**src/rtl/serial_adder.sv**
```systemverilog
// rtl/serial_adder.sv - digit-serial adder: DIGIT bits per clock through one slice and a carry flop.
// Optional signed-overflow output ovf is enabled by defining SERIAL_ADDER_OVF_EN.
module serial_adder #(
    parameter int WIDTH = 8,
    parameter int DIGIT = 1
) (
    input  logic             clk,
    input  logic             rst,
    input  logic             start,
    input  logic [WIDTH-1:0] a,
    input  logic [WIDTH-1:0] b,
    input  logic             cin,
    output logic [WIDTH-1:0] sum,
    output logic             cout,
    output logic             busy,
    output logic             done
`ifdef SERIAL_ADDER_OVF_EN
    ,
    output logic             ovf
`endif
);

    localparam int N  = WIDTH / DIGIT;
    localparam int CW = (N > 1) ? $clog2(N) : 1;

    typedef enum logic [1:0] {IDLE, RUN, DONE} state_t;

    state_t           state_q, state_d;
    logic [WIDTH-1:0] a_sh_q, a_sh_d;
    logic [WIDTH-1:0] b_sh_q, b_sh_d;
    logic [WIDTH-1:0] ps_q, ps_d;
    logic [WIDTH-1:0] sum_q, sum_d;
    logic             carry_q, carry_d;
    logic             cout_q, cout_d;
    logic [CW-1:0]    cnt_q, cnt_d;
    logic [DIGIT:0]   slice;
    logic [WIDTH-1:0] ps_next;
    logic             last;
`ifdef SERIAL_ADDER_OVF_EN
    logic             ovf_q, ovf_d;
`endif

    always_comb begin
        slice   = {1'b0, a_sh_q[DIGIT-1:0]} + {1'b0, b_sh_q[DIGIT-1:0]}
                + {{DIGIT{1'b0}}, carry_q};
        // New digit enters at the MSB end so the final digit lands in the top slot.
        ps_next = (ps_q >> DIGIT) | (WIDTH'(slice[DIGIT-1:0]) << (WIDTH - DIGIT));
        last    = (cnt_q == CW'(N - 1));
    end

    always_ff @(posedge clk) begin
        if (rst) begin
            state_q <= IDLE;
            a_sh_q  <= '0;
            b_sh_q  <= '0;
            ps_q    <= '0;
            sum_q   <= '0;
            carry_q <= 1'b0;
            cout_q  <= 1'b0;
            cnt_q   <= '0;
`ifdef SERIAL_ADDER_OVF_EN
            ovf_q   <= 1'b0;
`endif
        end else begin
            state_q <= state_d;
            a_sh_q  <= a_sh_d;
            b_sh_q  <= b_sh_d;
            ps_q    <= ps_d;
            sum_q   <= sum_d;
            carry_q <= carry_d;
            cout_q  <= cout_d;
            cnt_q   <= cnt_d;
`ifdef SERIAL_ADDER_OVF_EN
            ovf_q   <= ovf_d;
`endif
        end
    end

    always_comb begin
        state_d = state_q;
        case (state_q)
            IDLE:    if (start) state_d = RUN;
            RUN:     if (last)  state_d = DONE;
            DONE:    state_d = start ? RUN : IDLE;
            default: state_d = IDLE;
        endcase
    end

    always_comb begin
        a_sh_d  = a_sh_q;
        b_sh_d  = b_sh_q;
        ps_d    = ps_q;
        sum_d   = sum_q;
        carry_d = carry_q;
        cout_d  = cout_q;
        cnt_d   = cnt_q;
`ifdef SERIAL_ADDER_OVF_EN
        ovf_d   = ovf_q;
`endif
        if (state_q == RUN) begin
            a_sh_d  = a_sh_q >> DIGIT;
            b_sh_d  = b_sh_q >> DIGIT;
            ps_d    = ps_next;
            carry_d = slice[DIGIT];
            cnt_d   = cnt_q + CW'(1);
            if (last) begin
                sum_d  = ps_next;
                cout_d = slice[DIGIT];
`ifdef SERIAL_ADDER_OVF_EN
                // Carry into the MSB is recovered from the MSB sum bit of the top digit.
                ovf_d  = slice[DIGIT] ^ (a_sh_q[DIGIT-1] ^ b_sh_q[DIGIT-1] ^ slice[DIGIT-1]);
`endif
            end
        end else if (start) begin
            a_sh_d  = a;
            b_sh_d  = b;
            ps_d    = '0;
            carry_d = cin;
            cnt_d   = '0;
        end
    end

    always_comb begin
        busy = (state_q == RUN);
        done = (state_q == DONE);
    end

    assign sum  = sum_q;
    assign cout = cout_q;
`ifdef SERIAL_ADDER_OVF_EN
    assign ovf  = ovf_q;
`endif

endmodule

```
**config.mk**
```make
export PLATFORM = sky130hd
export DESIGN_NAME = serial_adder
export DESIGN_NICKNAME = d
export VERILOG_FILES = /design/src/rtl/serial_adder.sv
export SDC_FILE = /design/constraint.sdc
export NUM_CORES = 1
export LEC_CHECK = 0
export CAP_MARGIN = 40
export CORE_MARGIN = 3
export CORE_UTILIZATION = 55
export DETAILED_ROUTE_END_ITERATION = 8
export PLACE_DENSITY = 0.88
export SYNTH_ARGS = -nofsm -noshare
export SYNTH_HDL_FRONTEND = slang
export SYNTH_SLANG_ARGS = --single-unit
```
**constraint.sdc**
```tcl
create_clock -name clk -period 3.7 [get_ports clk]
set_clock_uncertainty 0.1 [all_clocks]
set_input_delay 0.74 -clock clk [delete_from_list [all_inputs] [get_ports clk]]
set_output_delay 0.74 -clock clk [all_outputs]
set_load 0.02 [all_outputs]
```
# After elaboration in Yosys (flattened, before gate mapping)
# Cells that the tools add are included.
word_totals:
  regBits: 39
  latch_bits: 0
  ram_bits: 0
  mem_bits_ro: 0
  in_bits: 20
  output_inout_bits: 11
  wordCells: 38
  mem_count: 0
op_classes:
  add_sub_neg: 3
  mul: 0
  div: 0
  order_cmp: 0
  n_eq_ne: 5
  shifts: 0
  n_mux: 14
  bitwise: 1
  n_reduce_logical: 5
ops:
  columns: ["op", "count"]
  rows:
  - ["$mux 7", 4]
  - ["$mux 8", 2]
  - ["$or 7x8->8", 1]
  - ["$mux 3", 2]
  - ["$pmux 2 s3", 1]
  - ["$mux 2", 2]
  - ["$reduce_and 2->1", 2]
  - ["$add 3x1->3 const B", 1]
  - ["$eq 3x3->1 const B", 1]
  - ["$mux 1", 3]
  - ["$add 1x1->2", 1]
  - ["$add 2x1->2", 1]
  - ["$eq 2x1->1 const B", 1]
  - ["$eq 2x2->1 const B", 1]
  - ["$logic_not 2->1", 1]
  - ["$ne 2x1->1 const B", 1]
  - ["$ne 2x2->1 const B", 1]
  - ["$reduce_bool 2->1", 1]
  - ["$reduce_or 2->1", 1]

# Depth between registers and ports, before layout
depth:
  word_depth: 4
  mapped_depth: 6
  depth_no_buf: 5

# Worst setup path before layout
# Ideal clock, no wire load.
synth_path:
  path_type: "reg2out"
  from: "register state_q[1]"
  to: "output busy"
  t_arrival_ps: 768
  required_time_ps: 2860
  setup_slack_ps: 2092
  stages_incl_launch_ff: 5
  n_path_buf: 2
  path_cell_list: "dfxtp_1 nand2b_1 buf_4 inv_4 buf_6"
synth_between:
  elab_chain_len: 1
synth_rtl:
  columns: ["item", "line_no", "rtl"]
  rows:
  - ["from (decl)", "28", "state_t state_q, state_d;"]
  - ["from (signal assigned)", "65", "state_q <= state_d;"]
  - ["$eq 2x1->1", "124", "busy = (state_q == RUN);"]
  - ["to (decl)", "15", "output logic busy,"]
# Every way passes these cells.

# Worst setup path in the final report
# Same ends and word-level chain as after synthesis.

==> results.json <==
{
  "worst-path-buf-inv": 2,
  "path_cells": "nand2b_2, inv_4, clkdlybuf4s50_1",
  "synth_top_area_share_pct": 45.5,
  "fill_cells": 218,
  "drv_slew": 0,
  "min_to": "sum[3]",
  "cts_resized": 0,
  "clkTransAtPathRegs_ns": 0.12,
  "final-hold-violation-count": 0,
  "cts_root_buffer": "clkbuf_4",
  "die_area_sq_mm": 0.00373,
  "critPathMaxFanout": 13,
  "hp-class": "reg -> reg",
  "core_sq_mm": 0.00283,
  "worstMarginPinSlew_ns": 0.855,
  "yosysSeqAreaShare_pct": 45.5,
  "start_util_pct": 59.0,
  "required_ns": 2.86,
  "numCtsBuffers": 5,
  "final_cells": 228,
  "peakVddDrop_mv": 0.456,
  "ys.flop_type": "dfxtp_1",
  "crit_family": "buffers and inverters",
  "htree_levels": 2,
  "drt_iter0_drc": 17,
  "drive_gt1_share_pct": 13.7,
  "status": "finished clean",
  "hold_ws_ns": 0.363,
  "synth_most_common_cell": "dfxtp_1",
  "syn-num-nets": 193,
  "row_count": 19,
  "synth_common_cells": "dfxtp_1 (38), nand2_1 (27), a21oi_1 (19)",
  "yosysWarnings": 0,
  "place_congestion": 0.736,
  "via_per_inst": 5.59,
  "io_buffers": 30,
  "r2r_start": "cnt_q[0]",
  "antenna_found_initial": 0,
  "clock_power_share_pct": 39.7,
  "ys_ff_latch": 38,
  "dp_cells": 220,
  "final_nets": 219,
  "min_period_ns": 2.50,
  "grt_usage_pct": 18.4,
  "r2r-end": "sum[1]",
  "yosys-top-cells-area": "dfxtp_1 (46%), a211oi_2 (10%), mux2i_1 (10%), nand2_1 (6.1%), a21oi_1 (5.7%)",
  "combPwrFrac_pct": 12.0,
  "syn_inst": 170,
  "drtAntennaViolNets": 0,
  "critical-path-max-stage-delay_ns": 0.63,
  "clock_path_buffers": 2,
  "async_flop_share_pct": 0,
  "vias": 1275,
  "sequentialPowerShare_pct": 48.3,
  "synth_area_per_cell_sq_um": 9.83,
  "hold_start": "sum[3]",
  "clock_sinks": 38,
  "grt_pass1_wl_microns": 5000,
  "place_hpwl_microns": 2070,
  "crit_path_top_delay_cell": "clkdlybuf4s50_1",
  "p_leak_nw": 0.774,
  "grt_pass1_vias": 1217,
  "dieHeight_microns": 61.1,
  "hold_depth": 2,
  "drv_cap": 0,
  "holdBufCountCts": 0,
  "end_kind": "output pin",
  "reg2reg_depth": 5,
  "power_mw": 0.913,
  "seqCellArea_sq_um": 761,
  "synth-edff-count": 0,
  "io_pins": 31,
  "tns_ns": 0,
  "multi_input_area_sq_um": 790,
  "wl_per_cell_microns": 13.6,
  "drc": 0,
  "die_x_microns": 61.1,
  "grt_overflow": 0,
  "cts_setup_buffers": 0,
  "grt_max_degree": 42,
  "diodes": 0,
  "drt_first_pass_iters": 4,
  "maxSlewHeadroom_pct": 42.8,
  "critical_path_class": "reg -> out",
  "internal_power_mw": 0.712,
  "p_switching_mw": 0.201,
  "synth_area_sq_mm": 0.00167,
  "tritoncts": "yes",
  "wirelength_microns": 3090,
  "setup_viol": 0,
  "clk_latency_ns": 0.35,
  "synth.distinct_cells": 22,
  "p_per_area_mw_per_mm2": 449,
  "fin_crit_sh_pct": 67.6,
  "area_delta_synth_final_pct": 21.7,
  "cp_data_arrival_time_ns": 1.66,
  "clock.fmax_mhz": 400,
  "post-route-util_pct": 71.9,
  "yosysTopAreaCell": "dfxtp_1",
  "grt_setup_unrepaired": "no",
  "r2r_slack_ns": 2.19,
  "switching_share_pct": 22.0,
  "cp.depth": 3,
  "start_kind": "flop"
}
area by class of cell:
type / count / area share (%)
tap: 31 / 1.91
sequential: 38 / 37.4
multi-input combinational: 116 / 38.8
inverter: 2 / 0.492
clock inverter: 2 / 2.95
clock buffer: 6 / 2.52
timing repair buffer: 33 / 15.9
how the worst max path moves through the flow:
| stage | endpoint | startpoint | slack [ns] |
|---|---|---|---|
| after floorplan | busy | state_q[1] | 2.09 |
| after global placement | b_sh_q[0] | rst | 1.29 |
| after detailed placement | sum[7] | rst | 1.24 |
| after CTS | busy | state_q[1] | 1.19 |
| after global routing | busy | state_q[0] | 1.12 |
| final | busy | state_q[1] | 1.20 |
cell usage in the layout (no fill, tap or decap), drive strengths merged:
master	synthesis	final
a211oi	15	15
a21oi	19	19
a2bb2oi	1	1
and3b	1	1
buf	11	3
bufinv	0	2
clkbuf	3	6
clkdlybuf4s50	0	30
dfxtp	38	38
fa	1	1
ha	2	2
inv	2	2
mux2i	17	17
nand2	27	27
nand2b	2	2
nand3b	11	11
nor2	17	17
nor2b	1	1
nor3	2	2
power by group through the flow:
stage / registers [mW] / clock network (mW) / logic [mW]
floorplan: 0.447 / 0 / 0.0865
global placement: 0.449 / 0 / 0.106
detailed placement: 0.451 / 0 / 0.110
CTS: 0.442 / 0.369 / 0.111
global route: 0.444 / 0.390 / 0.120
finish: 0.441 / 0.363 / 0.109
worst register-to-register path: cells and delay by family, from the launching register on:
kind	cells	cell delay (ns)
simple gates	2	0.46
flops	1	0.38
fa+ha+maj	2	0.35
compound gates	1	0.07
stage by stage:
stage          instance area [sq um]  setup slack, ns
4_1_cts                         2030             1.19
5_1_grt                         2030             1.12
2_1_floorplan                   1670             2.09
3_3_place_gp                    1920             1.29
6_report                        2030             1.20
3_5_place_dp                    1920             1.24
kinds of logic after synthesis:
logic type | Yosys count | synth area share, %
simple gates | 61 | 17.1
flops | 38 | 45.5
compound gates | 35 | 17.2
mux | 17 | 10.2
buf+inv | 16 | 7.34
fa+ha+maj | 3 | 2.70
routing by layer:
metal  global-route usage, %  vias to the layer above  wire [microns]  part of all wire (%)
li1                        -                      642               -                     -
met1                    18.3                      604            1270                    41
met2                    34.1                       21            1640                    53
met3                    5.66                        8             123                   4.0
met4                    9.29                        0              63                   2.0
met5                       0                        -               0                     0
state kept, by name, indices dropped and copies added, names as in the netlist:
name and count:
a_sh_q 8, ps_q 7, cnt_q 3, state_q 2
carry_q 1, b_sh_q 8, sum 8, cout 1
No activity file was read; power rests on OpenSTA's default activity.
